--- src/rtl/float_point_mul_seq_pkg.sv ---
// Shared constants and types for the iterative single-precision multiplier.
// Field widths, special encodings, operand classes and FSM states.
package fp_pkg;
   localparam int MANT_W = 23;
   localparam int EXP_W  = 8;
   localparam int BIAS   = 127;

   localparam logic [31:0] QNAN    = 32'h7FC0_0000;
   localparam logic [31:0] POS_INF = 32'h7F80_0000;

   typedef enum logic [1:0] {ZERO, NORM, INF, NAN} fp_class_e;

   typedef enum logic [2:0] {S_IDLE, S_MULT, S_NORM, S_ROUND, S_DONE} state_e;

   typedef struct packed {
      logic              sign;
      logic [EXP_W-1:0]  exp;
      logic [MANT_W:0]   sig;
      fp_class_e         cls;
   } fp_unpk_t;
endpackage

--- src/rtl/float_point_mul_seq_if.sv ---
// Operand/result handshake bundle for the iterative multiplier.
interface float_point_mul_seq_if;
   logic        start;
   logic [31:0] A;
   logic [31:0] B;
   logic        busy;
   logic        done;
   logic [31:0] out;
   logic        ovf;
   logic        unf;
   logic        inv;

   modport master (output start, A, B, input busy, done, out, ovf, unf, inv);
   modport slave  (input start, A, B, output busy, done, out, ovf, unf, inv);
endinterface

--- src/rtl/float_point_mul_seq_classify.sv ---
// Combinational unpack of one single-precision operand into sign/exp/significand/class.
module fp_classify
   import fp_pkg::*;
(
   input  logic [31:0] op,
   output fp_unpk_t    unpk
);
   logic [EXP_W-1:0]  exp;
   logic [MANT_W-1:0] frac;

   assign exp  = op[30:23];
   assign frac = op[22:0];

   always_comb begin
      unpk.sign = op[31];
      unpk.exp  = exp;
      unpk.sig  = {1'b1, frac};
      unpk.cls  = NORM;
      // Denormals are flushed: treated as zero with no hidden bit.
      if (exp == '0) begin
         unpk.cls = ZERO;
         unpk.sig = '0;
      end else if (exp == '1) begin
         unpk.cls = (frac == '0) ? INF : NAN;
      end
   end
endmodule

--- src/rtl/float_point_mul_seq.sv ---
// Iterative IEEE-754 single-precision multiplier: 24-cycle radix-2 shift-add,
// then normalise, round-to-nearest-even and pack; fixed 27-cycle latency.
module float_point_mul_seq
   import fp_pkg::*;
(
   input  logic                   clk,
   input  logic                   rst,
   float_point_mul_seq_if.slave   bus
);
   localparam int SIG_W = MANT_W + 1;
   localparam int PRD_W = 2 * SIG_W;

   fp_unpk_t ua, ub;

   fp_classify u_cls_a (.op(bus.A), .unpk(ua));
   fp_classify u_cls_b (.op(bus.B), .unpk(ub));

   state_e state, state_nxt;
   logic   accept;

   logic [4:0]        cnt;
   logic [PRD_W-1:0]  mcand;
   logic [SIG_W-1:0]  mplier;
   logic [PRD_W-1:0]  acc;
   logic              sign_r;
   fp_class_e         cls_a, cls_b;
   logic [EXP_W-1:0]  exp_a, exp_b;
   logic signed [9:0] e_r;
   logic [MANT_W-1:0] frac_r;
   logic              g_r, s_r;

   logic [31:0] out_r;
   logic        ovf_r, unf_r, inv_r;
   logic        busy_c, done_c;

   assign accept = bus.start && (state == S_IDLE || state == S_DONE);

   // State register
   always_ff @(posedge clk or posedge rst) begin
      if (rst) state <= S_IDLE;
      else     state <= state_nxt;
   end

   // Next-state logic
   always_comb begin
      state_nxt = state;
      case (state)
         S_IDLE:  if (accept) state_nxt = S_MULT;
         S_MULT:  if (cnt == 5'(SIG_W - 1)) state_nxt = S_NORM;
         S_NORM:  state_nxt = S_ROUND;
         S_ROUND: state_nxt = S_DONE;
         S_DONE:  state_nxt = accept ? S_MULT : S_IDLE;
         default: state_nxt = S_IDLE;
      endcase
   end

   // Output logic
   always_comb begin
      busy_c = 1'b0;
      done_c = 1'b0;
      case (state)
         S_MULT, S_NORM, S_ROUND: busy_c = 1'b1;
         S_DONE:                  done_c = 1'b1;
         default: ;
      endcase
   end

   // Rounding and range/special resolution, consumed on the ROUND->DONE edge.
   logic              inc, carry;
   logic [MANT_W-1:0] frac_rnd;
   logic signed [9:0] e_rnd;
   logic              nan_op, zero_inf, any_inf, any_zero;
   logic [31:0]       res;
   logic              res_ovf, res_unf, res_inv;

   always_comb begin
      inc               = g_r & (s_r | frac_r[0]);
      {carry, frac_rnd} = {1'b0, frac_r} + (MANT_W+1)'(inc);
      e_rnd             = e_r + $signed({9'b0, carry});

      nan_op   = (cls_a == NAN) || (cls_b == NAN);
      zero_inf = (cls_a == ZERO && cls_b == INF) || (cls_a == INF && cls_b == ZERO);
      any_inf  = (cls_a == INF) || (cls_b == INF);
      any_zero = (cls_a == ZERO) || (cls_b == ZERO);

      res     = {sign_r, e_rnd[EXP_W-1:0], frac_rnd};
      res_ovf = 1'b0;
      res_unf = 1'b0;
      res_inv = 1'b0;
      if (nan_op || zero_inf) begin
         res     = QNAN;
         res_inv = 1'b1;
      end else if (any_inf) begin
         res = {sign_r, POS_INF[30:0]};
      end else if (any_zero) begin
         res = {sign_r, 31'b0};
      end else if (e_rnd >= 10'sd255) begin
         res     = {sign_r, POS_INF[30:0]};
         res_ovf = 1'b1;
      end else if (e_rnd <= 10'sd0) begin
         res     = {sign_r, 31'b0};
         res_unf = 1'b1;
      end
   end

   always_ff @(posedge clk or posedge rst) begin
      if (rst) begin
         cnt    <= '0;
         mcand  <= '0;
         mplier <= '0;
         acc    <= '0;
         sign_r <= 1'b0;
         cls_a  <= ZERO;
         cls_b  <= ZERO;
         exp_a  <= '0;
         exp_b  <= '0;
         e_r    <= '0;
         frac_r <= '0;
         g_r    <= 1'b0;
         s_r    <= 1'b0;
         out_r  <= '0;
         ovf_r  <= 1'b0;
         unf_r  <= 1'b0;
         inv_r  <= 1'b0;
      end else begin
         case (state)
            S_IDLE, S_DONE: if (accept) begin
               cnt    <= '0;
               mcand  <= {{SIG_W{1'b0}}, ua.sig};
               mplier <= ub.sig;
               acc    <= '0;
               sign_r <= ua.sign ^ ub.sign;
               cls_a  <= ua.cls;
               cls_b  <= ub.cls;
               exp_a  <= ua.exp;
               exp_b  <= ub.exp;
            end
            S_MULT: begin
               if (mplier[0]) acc <= acc + mcand;
               mcand  <= mcand << 1;
               mplier <= mplier >> 1;
               cnt    <= cnt + 5'd1;
            end
            S_NORM: begin
               e_r <= $signed({2'b0, exp_a}) + $signed({2'b0, exp_b})
                      - $signed(10'(BIAS)) + $signed({9'b0, acc[PRD_W-1]});
               if (acc[PRD_W-1]) begin
                  frac_r <= acc[46:24];
                  g_r    <= acc[23];
                  s_r    <= |acc[22:0];
               end else begin
                  frac_r <= acc[45:23];
                  g_r    <= acc[22];
                  s_r    <= |acc[21:0];
               end
            end
            S_ROUND: begin
               out_r <= res;
               ovf_r <= res_ovf;
               unf_r <= res_unf;
               inv_r <= res_inv;
            end
            default: ;
         endcase
      end
   end

   assign bus.busy = busy_c;
   assign bus.done = done_c;
   assign bus.out  = out_r;
   assign bus.ovf  = ovf_r;
   assign bus.unf  = unf_r;
   assign bus.inv  = inv_r;
endmodule

--- src/flat_wrapper.sv ---
// flat-port wrapper written by rule: the top's interface ports become plain ports
module float_point_mul_seq_flat import fp_pkg::*;
  (clk, rst, bus_start, bus_A, bus_B, bus_busy, bus_done, bus_out, bus_ovf, bus_unf, bus_inv);
  float_point_mul_seq_if bus_i ();
  input  logic clk;
  input  logic rst;
  input wire logic [$bits(bus_i.start)-1:0] bus_start;
  input wire logic [$bits(bus_i.A)-1:0] bus_A;
  input wire logic [$bits(bus_i.B)-1:0] bus_B;
  output wire logic [$bits(bus_i.busy)-1:0] bus_busy;
  output wire logic [$bits(bus_i.done)-1:0] bus_done;
  output wire logic [$bits(bus_i.out)-1:0] bus_out;
  output wire logic [$bits(bus_i.ovf)-1:0] bus_ovf;
  output wire logic [$bits(bus_i.unf)-1:0] bus_unf;
  output wire logic [$bits(bus_i.inv)-1:0] bus_inv;
  assign bus_i.start = bus_start;
  assign bus_i.A = bus_A;
  assign bus_i.B = bus_B;
  assign bus_busy = bus_i.busy;
  assign bus_done = bus_i.done;
  assign bus_out = bus_i.out;
  assign bus_ovf = bus_i.ovf;
  assign bus_unf = bus_i.unf;
  assign bus_inv = bus_i.inv;
  float_point_mul_seq u_core (.clk(clk), .rst(rst), .bus(bus_i));
endmodule
--- config.mk ---
export PLATFORM = sky130hd
export DESIGN_NAME = float_point_mul_seq_flat
export DESIGN_NICKNAME = d
export VERILOG_FILES = /design/src/rtl/float_point_mul_seq_pkg.sv /design/src/rtl/float_point_mul_seq_if.sv /design/src/rtl/float_point_mul_seq_classify.sv /design/src/rtl/float_point_mul_seq.sv /design/src/flat_wrapper.sv
export SDC_FILE = /design/constraint.sdc
export NUM_CORES = 1
export LEC_CHECK = 0
export ABC_AREA = 1
export BUFFER_PORTS_ARGS = -buffer_cell sky130_fd_sc_hd__buf_4
export CORE_UTILIZATION = 45
export CTS_CLUSTER_SIZE = 24
export DETAILED_ROUTE_END_ITERATION = 10
export PLACE_DENSITY = 0.67
export SYNTH_ARGS = -nofsm -noshare
export SYNTH_HDL_FRONTEND = slang
export SYNTH_SLANG_ARGS = --single-unit
export TNS_END_PERCENT = 5
--- constraint.sdc ---
create_clock -name clk -period 5.76 [get_ports clk]
set_input_delay 0 -clock clk [delete_from_list [all_inputs] [get_ports clk]]
set_output_delay 0 -clock clk [all_outputs]
set_load 0.02 [all_outputs]
# After elaboration in Yosys (flattened, before gate mapping)
# Index checks and enable logic that the tools add are counted.
# totals
regBits	219
latch_bits	0
ram_bits	0
rom_bits	0
in_bits	67
out_inout_bits	37
word_cells	111
mem_count	0
# op_classes
add_sub_neg	7
n_mul	0
div	0
order_cmp	2
n_eq_ne	15
shifts	0
mux	41
bitwise	3
n_reduce_logical	25
# ops
cell	count
$pmux W48 S2	2
$mux W48	3
$mux W31	4
$mux W24	3
$add A48 B48 Y48	1
$pmux W24 S2	1
$logic_not A23 Y1	2
$mux W32	1
$add A23 B1 Y24	1
$mux W23	1
$reduce_or A23 Y1	1
$reduce_or A22 Y1	1
$add A10 B2 Y10	2
$mux W1	17
$eq A8 B8 Y1 const B	2
$logic_not A8 Y1	2
$pmux W3 S5	1
$ge A10 B9 Y1 const B	1
$le A10 B1 Y1 const B	1
$pmux W5 S2	1
$sub A10 B8 Y10 const B	1
$add A8 B8 Y9	1
$eq A2 B2 Y1 const B	4
$mux W2	4
20 further kinds	35

# Depth between registers and ports, before layout
# Gate-level depths: netlist of the first run.
# depth
word_depth	10
depth_mapped	25
ltp_nobuf	25

# By module
# A second synthesis of the first run with hierarchy kept.
# hier_totals
hier_cells	2148
hier_area_um2	14796.7
# modules_own_cells
mod	n_inst	cells_per_inst	area_per_inst_um2	seq_area_each_um2
float_point_mul_seq	1	1950	13905.8	5480.3
fp_classify	2	99	445.4	0.0

# Worst setup path before layout of the first run
# Ideal clock, no wire load.
# synth_path
kind	reg2reg
start	reg u_core.frac_r[0]
end	reg u_core.out_r[2] (netlist: u_core.bus.out[2])
setup_ns	0.122
arrival_time_ns	2.949
required_time_ns	5.638
path_slack_ns	2.690
stages_incl_launch_ff	24
path_buffers	1
period_less_slack_ns	3.070
cell_sequence	dfrtp_1 -> nor2_1 -> nor2_1 -> ha_1 -> nand3_1 -> nor2_1 -> nand2_1 -> nor3_1 -> nand4_1 -> nor3_1 -> ha_1 -> ha_1 -> nand2_1 -> nor2_2 -> nand3_1 -> nand2_1 -> nand2_1 -> nor2_2 -> nand2_2 -> nand2_4 -> inv_4 -> nand3_4 -> buf_12 -> o21ai_2
# synth_via
elab_chain_cells	10
word_cells_on_any_way	11
classes_between	add/sub (2); order compare (2); mux (5); bitwise (2)
# synth_rtl
element	line_no	source
start: declaration	float_point_mul_seq.sv:29	logic [MANT_W-1:0] frac_r;
start signal: assignment	float_point_mul_seq.sv:148	frac_r <= acc[46:24];
start signal: assignment	float_point_mul_seq.sv:152	frac_r <= acc[45:23];
$or A1 B1 Y1	float_point_mul_seq.sv:77	inc = g_r & (s_r | frac_r[0]);
$and A1 B1 Y1	float_point_mul_seq.sv:77	
$add A23 B1 Y24 (*)	float_point_mul_seq.sv:78	{carry, frac_rnd} = {1'b0, frac_r} + (MANT_W+1)'(inc);
$add A10 B2 Y10	float_point_mul_seq.sv:79	e_rnd = e_r + $signed({9'b0, carry});
$le A10 B1 Y1	float_point_mul_seq.sv:100	end else if (e_rnd <= 10'sd0) begin
$mux W31	float_point_mul_seq.sv:100	
$mux W31 (*)	float_point_mul_seq.sv:97	end else if (e_rnd >= 10'sd255) begin
$mux W31 (*)	float_point_mul_seq.sv:95	end else if (any_zero) begin
$mux W31 (*)	float_point_mul_seq.sv:93	end else if (any_inf) begin
$mux W32 (*)	float_point_mul_seq.sv:90	if (nan_op || zero_inf) begin
end signal: assignment	float_point_mul_seq.sv:158	out_r <= res;
end: declaration	float_point_mul_seq.sv:32	logic [31:0] out_r;
# Every way passes the cells marked *; elsewhere a longest branch is shown, timed or not.
# A chain may end at the register's enable or synchronous reset.

# Final worst setup path of the first run
# layout_path
start	reg u_core.frac_r[0]
end	reg u_core.out_r[18] (netlist: u_core.bus.out[18])
# Same word-level chain as after synthesis.

==> results of run 1 <==
placed cells by master (no fill, tap or decap), drive strengths merged, types with 2 or more instances in the layout:
master	count
a21oi	74
nand3b	6
buf	114
o221ai	27
nand4	45
nor4	16
xor2	15
dlygate4sd3	66
nor2	180
a22o	3
o21bai	7
a31oi	12
o31ai	2
dfrtp	219
o211ai	18
ha	62
a21boi	4
clkinv	8
clkbuf	36
inv	363
fa	2
o21a	3
o22ai	44
xnor2	10
bufinv	4
nand3	103
o21ai	111
nor3	31
nand2	689
state kept, by name, indices dropped and copies added, names as in the netlist:
| signal | count |
|---|---|
| u_core.mcand | 48 |
| u_core.sign_r | 1 |
| u_core.exp_a | 8 |
| u_core.state | 3 |
| u_core.s_r | 1 |
| u_core.acc | 48 |
| u_core.e_r | 10 |
| u_core.frac_r | 23 |
| u_core.cls_a | 2 |
| u_core.g_r | 1 |
| u_core.bus.ovf | 1 |
| u_core.bus.out | 32 |
| u_core.exp_b | 8 |
| u_core.cls_b | 2 |
| u_core.bus.inv | 1 |
| u_core.mplier | 24 |
| u_core.bus.unf | 1 |
| u_core.cnt | 5 |
repair_timing:
action	in CTS	in global routing
hold buffers	66	0
endpoints found under the hold margin	90	0
setup endpoints to repair	0	0
power by group through the flow:
stage / Sequential, mW / Clock (mW) / Combinational (mW)
after detailed placement: 2.66 / 0 / 4.33
final: 2.64 / 1.76 / 4.41
after global routing: 2.72 / 1.84 / 4.97
after CTS: 2.64 / 1.78 / 4.40
after floorplan: 2.64 / 0 / 3.07
after global placement: 2.64 / 0 / 4.27
path summary, 6_finish.rpt:
| check | from | endpoint | slack, ns |
|---|---|---|---|
| setup / recovery | u_core.frac_r[0]$_DFFE_PP0P_ | u_core.bus.out[18]$_DFFE_PP0P_ | 1.97 |
| hold / removal | rst | u_core.frac_r[2]$_DFFE_PP0P_ | 0.06 |
| setup reg to reg | u_core.frac_r[0]$_DFFE_PP0P_ | u_core.bus.out[18]$_DFFE_PP0P_ | 1.97 |
| hold reg to reg | u_core.cnt[4]$_DFFE_PP0P_ | u_core.cnt[4]$_DFFE_PP0P_ | 0.47 |
| max in group asynchronous | rst | u_core.e_r[7]$_DFFE_PP0P_ | 4.41 |
| min in group clk | bus_B[13] | u_core.mplier[13]$_DFFE_PP0P_ | 0.22 |
metrics by stage:
| stage | power (mW) | hold slack (ns) |
|---|---|---|
| floorplan | 5.72 | 0.120 |
| global placement | 6.91 | 0.0595 |
| detailed placement | 6.99 | 0.0641 |
| CTS | 8.82 | 0.0560 |
| global route | 9.53 | 0.112 |
| finish | 8.81 | 0.0557 |
critical path, stage by stage, from the launching register on:
cell	delay [ns]
dfrtp_1	0.37
nor2_1	0.06
nor2_1	0.09
ha_1	0.26
nand3_1	0.16
nor2_1	0.21
nand2_1	0.13
nor3_1	0.19
nand4_1	0.12
nor3_1	0.22
ha_1	0.33
ha_1	0.26
nand2_1	0.10
nor2_2	0.14
nand3_1	0.09
nand2_1	0.06
nand2_1	0.07
nor2_2	0.16
inv_2	0.06
nand3_4	0.17
nand3_4	0.24
o21ai_0	0.23
metal layers:
| layer | up-vias | part of all wire | GRT usage |
|---|---|---|---|
| met5 | - | 0 | 0 |
| met4 | 0 | 0.034 | 0.0895 |
| met3 | 76 | 0.048 | 0.0345 |
| met2 | 341 | 0.47 | 0.453 |
| met1 | 6567 | 0.45 | 0.353 |
| li1 | 7081 | - | - |
kinds of logic (layout without fill, tap and decap cells):
kind of cell,Yosys count,after routing
flip-flops,219,219
XOR/XNOR,25,25
AO/OA/AOI/OAI,307,307
AND/OR/NAND/NOR,1072,1072
adder cells (fa/ha/maj),64,64
buffers and inverters,413,592
cell type report:
type | instances | area (um^2) | area share
inverters | 365 | 1380 | 0.0805
well taps | 402 | 503 | 0.0293
clock buffers | 36 | 749 | 0.0437
multi-input cells | 1468 | 7370 | 0.430
clock inverters | 11 | 163 | 0.00948
flip-flops and latches | 219 | 5480 | 0.319
repair buffers | 180 | 1520 | 0.0883
==> impl_metrics.json, run 1 <==
{
  "yosysTopAreaCell": "dfrtp_1",
  "seq_area_frac_synth": 0.379,
  "syn2layout_area_growth_pct": 18.8,
  "p_per_area_nw_per_um2": 513,
  "r2r_cells": 21,
  "dr.pass1.iters": 5,
  "numCtsBuffers": 27,
  "die_y_um": 181,
  "layout-drive-gt1-share": 0.0891,
  "fp.dieW_um": 181,
  "clkSinkCount": 219,
  "min_period_over_period": 0.659,
  "synth-edff-count": 0,
  "post_cts_buffers": 0,
  "layout_setup_ws_ns": 1.97,
  "p_comb_frac": 0.501,
  "cp.arrival_ns": 4.24,
  "synth_ff_type": "dfrtp_1",
  "dpl_cell_area_um2": 15600,
  "post_drt_wl_per_cell_um": 16.2,
  "drtAntennaViolNets": 0,
  "synth_top_area_frac": 0.379,
  "antenna_found_initial": 0,
  "hp-class": "input pin to asynchronous set/reset pin",
  "clkPwrFrac": 0.199,
  "power.internal_mw": 4.75,
  "grt_pass1_wl_mm": 70.3,
  "synthAdderAreaFrac": 0.0565,
  "maxSlewHeadroom": 0.160,
  "peakVddDrop_mv": 0.298,
  "synthTopCellsByArea": "dfrtp_1 38%, nand2_1 18%, inv_1 9.2%, ha_1 5.4%, nor2_1 4.4%",
  "drc_errors": 0,
  "pwr-share-seq": 0.300,
  "finalMaxSlewViolations": 0,
  "tightest_slew_ns": 1.25,
  "swShare": 0.461,
  "dp_hpwl_mm": 33.0,
  "grt_max_degree": 75,
  "synth.cell_area_um2": 14400,
  "synth.distinct_cells": 47,
  "via_count": 14065,
  "syn_inst": 2100,
  "clock_path_buffers": 3,
  "yosys_warnings": 0,
  "grt.total_usage": 0.268,
  "ys_ff_latch": 219,
  "dp_worst_setup_slack_ns": 1.99,
  "endpoint_kind": "flip-flop",
  "synth-async-reset-ratio": 1.00,
  "clk_pin_slew_ns": 0.06,
  "layout.cells.non_filler": 2681,
  "fmax_mhz": 264,
  "num-fill-cells": 3015,
  "diodes": 0,
  "rows": 65,
  "gp_congestion": 0.937,
  "start_util": 0.458,
  "drv_cap": 0,
  "yosysMostFrequentCell": "nand2_1",
  "required_ns": 6.20,
  "drtIter0Drc": 886,
  "cts_tree": "done",
  "ios": 104,
  "crit_fanout": 18,
  "synth_xor_area_frac": 0.0152,
  "fin_util": 0.544,
  "grt_pass1_vias": 13281,
  "path_class": "flip-flop to flip-flop",
  "hold_violations": 0,
  "crit_path_start_kind": "flip-flop",
  "rsz0062_at_grt": "no",
  "synth_nets": 2231,
  "synthMuxAreaShare": 0,
  "layout_min_cycle_time_ns": 3.79,
  "fin_worst_skew_ns": 0.0210,
  "wirelength_mm": 43.6,
  "clkLatencyLatePin_ns": 0.54,
  "overflow": 0,
  "power_switching_mw": 4.06,
  "leakage_nw": 8.91,
  "synth_top_family_by_area": "simple AND/OR/NAND/NOR gates",
  "syn_avg_cell_area_um2": 6.88,
  "layout.nets": 2392,
  "cts_max_level": 1,
  "status": "completed",
  "cts-root-buf": "clkbuf_16",
  "cts_resized": 0,
  "synth_compound_area_frac": 0.128,
  "port_buffers": 103,
  "synth-simple-area-share": 0.310,
  "yosys-top-cells-count": "682 x nand2_1, 354 x inv_1, 219 x dfrtp_1, 170 x nor2_1, 100 x nand3_1",
  "fin_tns_setup_ns": 0,
  "dp_cells": 2568,
  "dieArea_um2": 32800,
  "vias_per_cell": 5.25,
  "setup_viol": 0,
  "fin_area_um2": 17200,
  "core_area_um2": 31600
}
No activity file was read; power rests on OpenSTA's default activity.
==> run 2: changes to the inputs <==
--- a/config.mk
+++ b/config.mk
@@ -10,7 +10,7 @@
 export CORE_UTILIZATION = 45
 export CTS_CLUSTER_SIZE = 24
 export DETAILED_ROUTE_END_ITERATION = 10
-export PLACE_DENSITY = 0.67
+export PLACE_DENSITY = 0.64
 export SYNTH_ARGS = -nofsm -noshare
 export SYNTH_HDL_FRONTEND = slang
 export SYNTH_SLANG_ARGS = --single-unit
==> constraint.sdc (replaced) <==
create_clock -name clk -period 3.5 [get_ports clk]
set_input_delay 0 -clock clk [delete_from_list [all_inputs] [get_ports clk]]
set_output_delay 0 -clock clk [all_outputs]
set_load 0.02 [all_outputs]
==> run 2 against run 1 <==
  * Cell area rose by 0.92%
  * Critical path depth rose by 2
  * Worst setup slack got worse by 1.7 ns
  * Routed wire length fell by 0.61%
  * Sequential power rose by 66%
  * Highest routed layer is now met5
==> impl_metrics.json, run 2 (synthesized netlist as in run 1, its figures left out) <==
{
  "status": "completed",
  "wirelength_mm": 43.3,
  "drtAntennaViolNets": 0,
  "mostFrequentLayoutCell": "nand2_1",
  "overflow": 0,
  "clock_path_buffers": 3,
  "hold_violations": 0,
  "fin_area_um2": 17300,
  "grt_pass1_vias": 13331,
  "drtIter0Drc": 1040,
  "r2r-start": "u_core.frac_r[0]$_DFFE_PP0P_",
  "fin_worst_skew_ns": 0.0128,
  "layout.cells.non_filler": 2694,
  "antenna_found_initial": 1,
  "syn2layout_area_growth_pct": 19.9,
  "required_ns": 3.93,
  "cp.arrival_ns": 3.69,
  "die_y_um": 181,
  "numCtsBuffers": 26,
  "crit_start": "u_core.frac_r[0]$_DFFE_PP0P_",
  "dp_hpwl_mm": 33.3,
  "min_period_over_period": 0.931,
  "gp_congestion": 0.954,
  "dpl_cell_area_um2": 15700,
  "clkSinkCount": 219,
  "via_count": 13944,
  "maxSlewHeadroom": 0.126,
  "layout-drive-gt1-share": 0.0973,
  "dr.pass1.iters": 6,
  "grt.total_usage": 0.267,
  "vias_per_cell": 5.18,
  "fp.dieW_um": 181,
  "port_buffers": 103,
  "peakVddDrop_mv": 0.471,
  "diodes": 0,
  "dp_cells": 2577,
  "path_class": "flip-flop to flip-flop",
  "fmax_mhz": 307,
  "finalMaxSlewViolations": 0,
  "rows": 65,
  "cts_tree": "done",
  "p_per_area_nw_per_um2": 842,
  "clk_pin_slew_ns": 0.06,
  "layout_common_cells": "681 x nand2_1, 353 x inv_1, 219 x dfrtp_1, 169 x nor2_1, 125 x buf_4",
  "hp-class": "input pin to asynchronous set/reset pin",
  "layout.nets": 2405,
  "grt_max_degree": 90,
  "clkLatencyLatePin_ns": 0.54,
  "ff2ff_setup_slack_ns": 0.24,
  "tightest_slew_ns": 1.31,
  "layout_setup_ws_ns": 0.242,
  "crit_path_start_kind": "flip-flop",
  "start_util": 0.458,
  "holdWs_ns": 0.0524,
  "crit_fanout": 11,
  "cts_max_level": 1,
  "fin_util": 0.549,
  "leakage_nw": 8.98,
  "cts-root-buf": "clkbuf_16",
  "drc_errors": 0,
  "setup_viol": 0,
  "grt_pass1_wl_mm": 70.2,
  "endpoint_kind": "flip-flop",
  "core_area_um2": 31600,
  "dp_worst_setup_slack_ns": 0.0172,
  "ios": 104,
  "post_drt_wl_per_cell_um": 16.1,
  "layout_min_cycle_time_ns": 3.26,
  "drv_cap": 0,
  "dieArea_um2": 32800
}
==> run 2: critical path, cell delays in order, from the launching register on <==
cell and delay [ns]:
dfrtp_1 0.39, nor2_1 0.06, nor2_1 0.10, ha_1 0.18, nand3_1 0.12, nor2_2 0.16, nand2_1 0.12, nor3_2 0.13
nand4_1 0.12, nor3_2 0.14, ha_2 0.20, ha_2 0.21, nand2_1 0.08, nor2_2 0.13, nand3_1 0.09, nand2_1 0.06
nand2_1 0.08, nor2_2 0.14, nand2_2 0.13, nand2_4 0.11, inv_4 0.05, nand3_4 0.14, buf_12 0.15, o21ai_2 0.05
==> run 2: per-layer routing <==
| metal | vias to the layer above | global-route usage | wire length [um] | share of wire |
|---|---|---|---|---|
| met5 | - | 0 | 11 | 0.00025 |
| met4 | 2 | 0.108 | 1760 | 0.041 |
| met3 | 84 | 0.0337 | 1950 | 0.045 |
| met2 | 335 | 0.441 | 20000 | 0.46 |
| met1 | 6430 | 0.356 | 19600 | 0.45 |
| li1 | 7093 | - | - | - |
==> run 2: metrics by stage <==
step	TNS (ns)	total power [mW]
after floorplan	0	9.41
after global placement	0	11.5
after detailed placement	0	11.6
after CTS	0	14.6
after global routing	-0.00306	15.8
final	0	14.6
==> run 2: worst paths after layout <==
check | end | cells past startpoint
hold / removal | u_core.bus.out[4]$_DFFE_PP0P_ | 3
min in group clk | u_core.mcand[7]$_DFFE_PP0P_ | 4
max in group asynchronous | u_core.mplier[17]$_DFFE_PP0P_ | 4
hold reg to reg | u_core.cnt[4]$_DFFE_PP0P_ | 1
setup reg to reg | u_core.bus.out[5]$_DFFE_PP0P_ | 23
setup / recovery | u_core.bus.out[5]$_DFFE_PP0P_ | 23
==> run 2: timing repair <==
item / CTS / global route
endpoints found under the hold margin: 160 / 0
setup endpoints to repair: 0 / 32
setup buffers: 0 / 5
resized for setup: 0 / 5
hold buffers: 66 / 0
==> run 2: layout make-up <==
type / count / area (um^2)
clock inverters: 8 / 130
fillers: 3074 / 14200
repair buffers: 194 / 1660
inverters: 365 / 1380
multi-input cells: 1468 / 7390
well taps: 402 / 503
flip-flops and latches: 219 / 5480
clock buffers: 38 / 776
==> run 2: power by group <==
part           leakage [nW]  switching [mW]  total, mW  internal [mW]
combinational          5.70            4.86       7.38           2.52
sequential             2.83           0.793       4.37           3.58
clock                 0.448            1.08       2.83           1.75
==> run 3: changes to the inputs <==
--- a/config.mk
+++ b/config.mk
@@ -5,12 +5,11 @@
 export SDC_FILE = /design/constraint.sdc
 export NUM_CORES = 1
 export LEC_CHECK = 0
-export ABC_AREA = 1
 export BUFFER_PORTS_ARGS = -buffer_cell sky130_fd_sc_hd__buf_4
 export CORE_UTILIZATION = 45
 export CTS_CLUSTER_SIZE = 24
 export DETAILED_ROUTE_END_ITERATION = 10
-export PLACE_DENSITY = 0.64
+export PLACE_DENSITY = 0.65
 export SYNTH_ARGS = -nofsm -noshare
 export SYNTH_HDL_FRONTEND = slang
 export SYNTH_SLANG_ARGS = --single-unit
==> run 3 against run 2 <==
  * Flip-flop and latch count unchanged
  * Via count down 25%
  * Worst setup slack worse by 0.24 ns
  * Largest cell class unchanged
==> impl_metrics.json, run 3 <==
{
  "status": "completed",
  "gp_congestion": 0.850,
  "setup_viol": 0,
  "antenna_found_initial": 0,
  "total_power_mw": 14.5,
  "num-fill-cells": 2309,
  "dp_cells": 1709,
  "grt_pass1_vias": 10350,
  "crit_top_cell": "and3_4",
  "clkSinkCount": 219,
  "holdWs_ns": 0.200,
  "grt_pass1_wl_mm": 51.5,
  "endpoint_kind": "flip-flop",
  "dp_hpwl_mm": 20.9,
  "synth-async-reset-ratio": 1.00,
  "p_per_area_nw_per_um2": 931,
  "synth.cell_area_um2": 12300,
  "drtAntennaViolNets": 0,
  "peakVddDrop_mv": 0.476,
  "yosys-top-cells-count": "219 x dfrtp_1, 124 x o21ai_0, 116 x nand2_1, 87 x nand3_1, 70 x inv_1",
  "dieArea_um2": 28000,
  "rsz0062_at_grt": "yes",
  "yosysMostFrequentCell": "dfrtp_1",
  "fp.dieW_um": 167,
  "crit_chain": "o21a_1, ha_2, and3_4, nand3_4, nor2_4, and3_4, nand2_4, nor3_4, ha_4, buf_6, and3_4, nand3_4, nor2_4, and3_4, xor2_4, a41oi_2, nor2b_4, nand3_4, clkbuf_16, o21ai_2",
  "mostFrequentLayoutCell": "dfrtp_1",
  "ys_ff_latch": 219,
  "tightest_slew_ns": 1.08,
  "cts-root-buf": "clkbuf_16",
  "crit_slowest_cell": "dfrtp_1",
  "cts_tree": "done",
  "dpl_cell_area_um2": 13600,
  "path_class": "flip-flop to flip-flop",
  "hold_violations": 0,
  "diodes": 0,
  "multi_input_area_um2": 6630,
  "syn2layout_area_growth_pct": 26.4,
  "clk_pin_slew_ns": 0.06,
  "synth.distinct_cells": 68,
  "overflow": 0,
  "synth_ff_type": "dfrtp_1",
  "via_count": 10447,
  "core_area_um2": 26900,
  "synth-edff-count": 0,
  "wirelength_mm": 31.0,
  "clkLatencyLatePin_ns": 0.52,
  "drv_cap": 0,
  "hp-class": "input pin to asynchronous set/reset pin",
  "port_buffers": 103,
  "seq_area_frac_synth": 0.446,
  "vias_per_cell": 5.72,
  "dr.pass1.iters": 7,
  "grt_max_degree": 130,
  "post_drt_wl_per_cell_um": 17.0,
  "finalMaxSlewViolations": 0,
  "seqCellArea_um2": 5480,
  "cts_max_level": 1,
  "grt.total_usage": 0.221,
  "synthTopCellsByArea": "dfrtp_1 45%, ha_1 6.3%, o21ai_0 5.0%, nand3_1 3.5%, nand2_1 3.5%",
  "fin_area_um2": 15500,
  "synth_top_area_frac": 0.446,
  "fin_worst_skew_ns": 0.0145,
  "die_y_um": 167,
  "layout.cells.non_filler": 1826,
  "syn_avg_cell_area_um2": 9.55,
  "synth_nets": 1419,
  "min_period_over_period": 0.999,
  "layout-drive-gt1-share": 0.186,
  "layout_min_cycle_time_ns": 3.50,
  "maxSlewHeadroom": 0.279,
  "required_ns": 3.95,
  "leakage_nw": 7.19,
  "critPathTopFamily": "simple AND/OR/NAND/NOR gates",
  "layout.nets": 1602,
  "fmax_mhz": 286,
  "numCtsBuffers": 25,
  "cp_num_buf_inv": 2,
  "yosysTopAreaCell": "dfrtp_1",
  "ios": 104,
  "crit_fanout": 6,
  "clock_path_buffers": 3,
  "start_util": 0.458,
  "cp.arrival_ns": 3.95,
  "crit_path_start_kind": "flip-flop",
  "rows": 60,
  "drc_errors": 0,
  "drtIter0Drc": 917,
  "yosys_warnings": 0,
  "layout_common_cells": "219 x dfrtp_1, 150 x buf_4, 113 x nand2_1, 103 x o21ai_0, 83 x nand3_1",
  "cpPeakStageDelay_ns": 0.37,
  "syn_inst": 1288
}
[run 3: routing by layer]
| metal | GRT usage | part of all wire | up-vias |
|---|---|---|---|
| met5 | 0 | 0 | - |
| met4 | 0.0451 | 0.014 | 0 |
| met3 | 0.0317 | 0.048 | 32 |
| met2 | 0.370 | 0.48 | 256 |
| met1 | 0.305 | 0.46 | 5052 |
| li1 | - | - | 5107 |
[run 3: per-stage QoR]
stage               TNS (ns)   util  worst slack, ns
floorplan              -2.88      -           -0.150
global placement       -5.22  0.508           -0.234
detailed placement     -7.50  0.508           -0.354
CTS                   -0.116  0.566          -0.0337
global route           -3.39  0.578           -0.163
finish                     0  0.578          0.00352
[run 3: final cells by class]
cell class | count | share of cell area
timing repair buffer | 223 | 0.123
inverter | 70 | 0.0171
sequential | 219 | 0.353
clock inverter | 4 | 0.00451
tap | 341 | 0.0274
multi-input combinational | 932 | 0.427
clock buffer | 37 | 0.0483
[run 3: logic make-up after synthesis]
family	Yosys count	synth area share
AO/OA/AOI/OAI	383	0.210
XOR/XNOR	81	0.0577
adder cells (fa/ha/maj)	64	0.0663
buffers and inverters	137	0.0422
flip-flops	219	0.446
multiplexers	42	0.0358
AND/OR/NAND/NOR	362	0.143
[run 3: worst paths after layout]
| kind | slack (ns) | start | to | cells past startpoint |
|---|---|---|---|---|
| setup / recovery | 0.004 | u_core.frac_r[0]$_DFFE_PP0P_ | u_core.bus.out[13]$_DFFE_PP0P_ | 20 |
| hold / removal | 0.20 | rst | u_core.bus.out[29]$_DFFE_PP0P_ | 4 |
| setup reg to reg | 0.004 | u_core.frac_r[0]$_DFFE_PP0P_ | u_core.bus.out[13]$_DFFE_PP0P_ | 20 |
| hold reg to reg | 0.47 | u_core.bus.out[10]$_DFFE_PP0P_ | u_core.bus.out[10]$_DFFE_PP0P_ | 2 |
| max in group asynchronous | 2.71 | rst | u_core.acc[25]$_DFFE_PP0P_ | 4 |
| min in group clk | 0.24 | bus_A[21] | u_core.mcand[21]$_DFFE_PP0P_ | 4 |
[run 3: power by group]
| part | switching [mW] | leakage [nW] | internal, mW |
|---|---|---|---|
| Sequential | 0.791 | 2.71 | 3.41 |
| Combinational | 4.28 | 4.07 | 3.37 |
| Clock | 1.00 | 0.406 | 1.61 |
| Total | 6.08 | 7.19 | 8.39 |
[run 3: timing repair]
action,CTS,global route
setup endpoints to repair,32,35
pin swaps,9,32
gates cloned,0,3
resized for setup,17,66
endpoints found under the hold margin,285,0
buffers inserted,4,3
hold buffers,66,0
[run 3: tightest hold or removal path: stages]
cell and delay (ns):
dlygate4sd3_1 0.54, buf_4 0.14, clkinvlp_4 0.10, buf_12 0.36
